## config.mk

```make
export PLATFORM = sky130hd
export DESIGN_NAME = medi_time_src_flat
export DESIGN_NICKNAME = d
export VERILOG_FILES = /design/src/rtl/medi_time_src_if.sv /design/src/rtl/medi_time_src.sv /design/src/flat_wrapper.sv
export SDC_FILE = /design/constraint.sdc
export NUM_CORES = 1
export LEC_CHECK = 0
export BUFFER_PORTS_ARGS = -buffer_cell sky130_fd_sc_hd__buf_2
export CAP_MARGIN = 20
export CORE_MARGIN = 2
export CORE_UTILIZATION = 59
export DETAILED_ROUTE_END_ITERATION = 8
export PLACE_DENSITY_LB_ADDON = 0.05
export SLEW_MARGIN = 20
export SYNTH_ARGS = -nofsm -noshare
export SYNTH_HDL_FRONTEND = slang
export SYNTH_SLANG_ARGS = --single-unit
```

## constraint.sdc

```tcl
create_clock -name clkin -period 3.8 [get_ports clkin]
set_input_delay 0.76 -clock clkin [delete_from_list [all_inputs] [get_ports clkin]]
set_output_delay 0.76 -clock clkin [all_outputs]
set_load 0.01 [all_outputs]
```

## src/rtl/medi_time_src_if.sv

```systemverilog
// Button inputs and display/time outputs of the medi_time_src time source.
// master = button/observer side, slave = the time source itself.
interface medi_time_src_if;
    logic       b_run;
    logic       b_inc;
    logic       b_clr;
    logic       b_step;
    logic [6:0] nums;
    logic [6:0] numb;
    logic [5:0] val;
    logic       tick;
    logic       running;

    modport master (
        output b_run, b_inc, b_clr, b_step,
        input  nums, numb, val, tick, running
    );

    modport slave (
        input  b_run, b_inc, b_clr, b_step,
        output nums, numb, val, tick, running
    );
endinterface

```

## src/rtl/medi_time_src.sv

```systemverilog
// 0..60 time source with run/pause, increment, clear and seven-segment outputs.
// Optional macro MEDI_MANUAL_STEP_EN enables the b_step manual-advance button.
module medi_time_src #(
    parameter int unsigned TICK_DIV = 50000000
) (
    input logic                clkin,
    input logic                rst_n,
    medi_time_src_if.slave     bus
);

    localparam int unsigned PW = (TICK_DIV > 1) ? $clog2(TICK_DIV) : 1;
    localparam int unsigned VW = 6;
    localparam logic [VW-1:0] VAL_MAX  = VW'(60);
    localparam logic [PW-1:0] PSC_LAST = PW'(TICK_DIV - 1);

`ifdef MEDI_MANUAL_STEP_EN
    localparam int unsigned NB = 4;
`else
    localparam int unsigned NB = 3;
`endif

    localparam int unsigned B_INC  = 0;
    localparam int unsigned B_RUN  = 1;
    localparam int unsigned B_CLR  = 2;

    typedef enum logic {S_PAUSE = 1'b0, S_RUN = 1'b1} state_e;

    state_e        state_q;
    logic [VW-1:0] val_q;
    logic [PW-1:0] psc_q;
    logic          tick_q;

    logic [NB-1:0] btn_c;
    logic [NB-1:0] sync1_q, sync2_q, prev_q;
    logic [NB-1:0] edge_c;
    logic [1:0]    warm_q;
    logic          armed_c;

`ifdef MEDI_MANUAL_STEP_EN
    assign btn_c = {bus.b_step, bus.b_clr, bus.b_run, bus.b_inc};
`else
    logic unused_step_c;
    assign unused_step_c = bus.b_step;
    assign btn_c = {bus.b_clr, bus.b_run, bus.b_inc};
`endif

    // Edges are masked until the synchronizer holds real pin samples, so a
    // button held through reset release does not look like a fresh press.
    assign armed_c = (warm_q == 2'd3);
    assign edge_c  = sync2_q & ~prev_q & {NB{armed_c}};

    always_ff @(posedge clkin or negedge rst_n) begin
        if (!rst_n) begin
            sync1_q <= '0;
            sync2_q <= '0;
            prev_q  <= '0;
            warm_q  <= '0;
        end else begin
            sync1_q <= btn_c;
            sync2_q <= sync1_q;
            prev_q  <= sync2_q;
            if (!armed_c) warm_q <= warm_q + 2'd1;
        end
    end

    logic          clr_c, run_c, adv_c;
    logic [VW-1:0] val_next_c;

    assign clr_c = edge_c[B_CLR];
    assign run_c = edge_c[B_RUN];
`ifdef MEDI_MANUAL_STEP_EN
    assign adv_c = (edge_c[B_INC] && (state_q == S_PAUSE)) || edge_c[3];
`else
    assign adv_c = edge_c[B_INC] && (state_q == S_PAUSE);
`endif
    assign val_next_c = (val_q == VAL_MAX) ? '0 : val_q + VW'(1);

    // Priority: clear > run toggle > inc/step > prescaler advance.
    always_ff @(posedge clkin or negedge rst_n) begin
        if (!rst_n) begin
            state_q <= S_PAUSE;
            val_q   <= '0;
            psc_q   <= '0;
            tick_q  <= 1'b0;
        end else begin
            tick_q <= 1'b0;
            if (clr_c) begin
                state_q <= S_PAUSE;
                val_q   <= '0;
                psc_q   <= '0;
                tick_q  <= (val_q != '0);
            end else if (run_c) begin
                state_q <= (state_q == S_RUN) ? S_PAUSE : S_RUN;
                psc_q   <= '0;
            end else if (adv_c) begin
                val_q  <= val_next_c;
                tick_q <= 1'b1;
            end else if (state_q == S_RUN) begin
                if (psc_q == PSC_LAST) begin
                    psc_q  <= '0;
                    val_q  <= val_next_c;
                    tick_q <= 1'b1;
                end else begin
                    psc_q <= psc_q + PW'(1);
                end
            end
        end
    end

    function automatic logic [6:0] seg(input logic [3:0] d);
        case (d)
            4'd0:    seg = 7'b1111110;
            4'd1:    seg = 7'b0110000;
            4'd2:    seg = 7'b1101101;
            4'd3:    seg = 7'b1111001;
            4'd4:    seg = 7'b0110011;
            4'd5:    seg = 7'b1011011;
            4'd6:    seg = 7'b1011111;
            4'd7:    seg = 7'b1110000;
            4'd8:    seg = 7'b1111111;
            4'd9:    seg = 7'b1111011;
            default: seg = 7'b0000000;
        endcase
    endfunction

    assign bus.nums    = seg(4'(val_q / VW'(10)));
    assign bus.numb    = seg(4'(val_q % VW'(10)));
    assign bus.val     = val_q;
    assign bus.tick    = tick_q;
    assign bus.running = (state_q == S_RUN);

endmodule

```

## src/flat_wrapper.sv

```systemverilog
// flat-port wrapper written by rule: the top's interface ports become plain ports
module medi_time_src_flat 
#(
    parameter int unsigned TICK_DIV = 50000000
)
  (clkin, rst_n, bus_b_run, bus_b_inc, bus_b_clr, bus_b_step, bus_nums, bus_numb, bus_val, bus_tick, bus_running);
  medi_time_src_if bus_i ();
  input logic clkin;
  input logic rst_n;
  input wire logic [$bits(bus_i.b_run)-1:0] bus_b_run;
  input wire logic [$bits(bus_i.b_inc)-1:0] bus_b_inc;
  input wire logic [$bits(bus_i.b_clr)-1:0] bus_b_clr;
  input wire logic [$bits(bus_i.b_step)-1:0] bus_b_step;
  output wire logic [$bits(bus_i.nums)-1:0] bus_nums;
  output wire logic [$bits(bus_i.numb)-1:0] bus_numb;
  output wire logic [$bits(bus_i.val)-1:0] bus_val;
  output wire logic [$bits(bus_i.tick)-1:0] bus_tick;
  output wire logic [$bits(bus_i.running)-1:0] bus_running;
  assign bus_i.b_run = bus_b_run;
  assign bus_i.b_inc = bus_b_inc;
  assign bus_i.b_clr = bus_b_clr;
  assign bus_i.b_step = bus_b_step;
  assign bus_nums = bus_i.nums;
  assign bus_numb = bus_i.numb;
  assign bus_val = bus_i.val;
  assign bus_tick = bus_i.tick;
  assign bus_running = bus_i.running;
  medi_time_src #(.TICK_DIV(TICK_DIV)) u_core (.clkin(clkin), .rst_n(rst_n), .bus(bus_i));
endmodule
```

==> qor.txt <==
CTS Hold Bufs -> 0
Met1 wire length -> 2.56 mm
Outcome -> completed
Post-synth EDFFs -> 0
CTS tree -> done
Tot GR Track Use -> 0.232
Clock transition at the registers of the reported paths -> 0.08 ns
DP Area -> 2970 um^2
Power density cells -> 463 nW/um^2
Worst path required time -> 3.04 ns
RSZ-0062 raised after global routing -> false
Worst Path Class, Setup -> reg2out
Layout area overhead -> 13.4%
Hold slack -> 0.353 ns
Largest cells by area after synthesis -> dfrtp_1 (40%), ha_1 (7.6%), nand2_1 (4.3%)
Startpoint class of the critical path -> flop
Static leakage -> 0.00137 uW
Gr ovfl total -> 0
Worst min path class -> reg2reg
Pin count of the biggest net entering global routing -> 46
Worst slack, placed -> 0.269 ns
# rows -> 25
Share of layout cells above drive strength 1 -> 0.176
Drc violations -> 0
Die height -> 72.7 um
Fin Setup TNS -> 0 ns
Core ar. -> 4630 um^2
Cells after synthesis -> 310
Worst slew pin tran -> 0.803 ns
Nets@finish -> 368
H-tree depth -> 2
CTS root buf -> clkbuf_8
DR top layer -> met4
Cell area after synthesis -> 2790 um^2
Gpl congestion -> 0.839
Post-synthesis cell type count -> 53
Vias per cell -> 5.98
Avg Cell Area, Syn -> 8.99 um^2
Switch share -> 0.376
Syn_nets -> 333
Period utilisation layout -> 0.946
Synth top area share -> 0.404
Final count of hold timing violations -> 0
Worst Path Arrival -> 2.84 ns
Dominant cell type by area after synthesis -> dfrtp_1
Diodes inserted -> 0
Via count -> 2,392
Clock sink count -> 45
FFs w/ async S/R, synth -> 1.00
I/O Pins -> 28
Sequential area share after synthesis -> 0.404
Worst path slowest cell -> dfrtp_1
Max clock buf depth -> 2
Fmax -> 278 MHz
Crit-path max cell delay -> 0.39 ns
Die X-Extent -> 72.7 um
Worst skew pair latency -> 0.29 ns
Initial antenna violation count -> 0
Die ar. -> 5290 um^2
Critical Path Sink Type -> primary output
Relative slew slack -> 0.463
Routed wire length -> 5.64 mm
Clk pwr share -> 0.190
Worst VDD drop -> 0.260 mV
WL met2 -> 2.85 mm
Final Cell Area -> 3160 um^2
NetSw -> 549 uW
HPWL Detailed -> 3.90 mm
# setup viols final -> 0
Top post-synthesis cells by count -> dfrtp_1 (45), nand2_1 (32), nor2_1 (31), ha_1 (17), nand3_1 (16)
Drt first pass iters -> 4
#FFs+latches synth -> 45
Crit path time final -> 3.60 ns
Warnings from Yosys -> 0
Max Cap Violations -> 0
First-pass GRT wire length -> 9.82 mm
CP max FO -> 6
Critical Path Most Common Cell -> a221oi_2
Worst-path cell chain -> inv_2 > ha_4 > nand3b_1 > a21oi_2 > a221oi_2 > a21oi_1 > o31a_1 > ha_1 > nand2b_1 > a221oi_2 > buf_2
Num CTS Buffers -> 5
Main synth FF type -> dfrtp_1
Internal Pwr Total -> 913 uW
Max Slew Vio Count -> 0
Fin worst setup slack -> 0.205 ns
Sequential Power Share -> 0.389
Wire length per cell -> 14.1 um
Initial core utilization -> 0.602
Initial DRC count -> 136
Combinational Power Share -> 0.421
ANT nets after route -> 0
Filler cells -> 388
Port bufs -> 26
Vias in the first global route -> 2,227
Setup Skew -> 0.00791 ns
Layout Utilization -> 0.683
Count leader, synth -> dfrtp_1
Met3 wire length -> 140 um
==> cell type report <==
class / instances / area (um^2) / share of cell area
multi-input combinational: 244 / 1600 / 0.507
inverter: 11 / 41.3 / 0.0131
timing repair buffer: 38 / 240 / 0.0760
sequential: 45 / 1130 / 0.356
clock buffer: 6 / 72.6 / 0.0230
tap: 54 / 67.6 / 0.0214
clock inverter: 2 / 10.0 / 0.00317
==> worst max-delay path, delay by kind of cell, from the launching register on <==
family          cells  cell delay [ns]
compound gates      5             1.11
fa+ha+maj           2             0.52
buf+inv             2             0.27
flops               1             0.39
simple gates        2             0.26
==> final timing paths <==
kind                                          end  depth (start not counted)               from  slack (ns)
worst max-delay path                  bus_numb[3]                         11  u_core.bus.val[3]        0.20
worst min-delay path            u_core.sync2_q[0]                          0  u_core.sync1_q[0]        0.35
worst max register to register    u_core.psc_q[8]                          5   u_core.psc_q[18]        1.04
worst min register to register  u_core.sync2_q[0]                          0  u_core.sync1_q[0]        0.35
max in group asynchronous       u_core.bus.val[0]                          2              rst_n        2.90
min in group asynchronous        u_core.psc_q[12]                          1              rst_n        0.42
==> per-layer routing <==
layer | vias up | GRT usage
met5 | - | 0
met4 | 0 | 0.0741
met2 | 37 | 0.404
met3 | 12 | 0.0331
met1 | 1154 | 0.299
li1 | 1189 | -
==> cells by family after synthesis <==
logic type / after synthesis / synth area share
muxes: 3 / 0.0117
and+or+nand+nor: 127 / 0.230
xor gates and xnor gates: 18 / 0.0566
DFF: 45 / 0.404
buffers and inverters: 21 / 0.0319
adders and majority gates: 17 / 0.0763
AOI/OAI and AO/OA: 79 / 0.189
==> through the flow <==
step,total power (uW),std cells
detailed placement,1120,384
global placement,1110,384
CTS,1400,393
global route,1580,400
finish,1460,400
floorplan,950,310
==> placed cells by master, fill, tap and decap left out, drive strengths merged, types with 3 or more instances in the layout <==
master,count
buf,38
nor2b,6
ha,17
xor2,12
dfrtp,45
a31oi,6
o22a,3
nand4,7
nor3,5
o21ai,29
o211a,3
nand2b,6
nor2,32
clkbuf,6
and3,4
xnor2,6
and2,3
nand3,16
a21oi,13
inv,11
a221oi,3
o31ai,6
nand2,33
and4,4
==> flip-flops by register name, summed over array words and instances (netlist names) <==
| signal | flops |
|---|---|
| u_core.bus.running | 1 |
| u_core.prev_q | 3 |
| u_core.psc_q | 26 |
| u_core.bus.tick | 1 |
| u_core.bus.val | 6 |
| u_core.warm_q | 2 |
| u_core.sync1_q | 3 |
| u_core.sync2_q | 3 |
==> power by group through the flow <==
| stage | Combinational [uW] | Clock (uW) | Sequential [uW] |
|---|---|---|---|
| floorplan | 384 | 0 | 566 |
| global placement | 533 | 0 | 577 |
| detailed placement | 539 | 0 | 579 |
| CTS | 551 | 283 | 569 |
| global route | 690 | 310 | 577 |
| finish | 616 | 277 | 569 |
==> repair_timing <==
action                                  in CTS  in global routing
buffers inserted                             1                  6
pin swaps                                    1                  3
gates resized for setup                      1                  6
endpoints found under the setup margin       1                  2
cloned                                       0                  0
(Power assumes the default switching activity.)
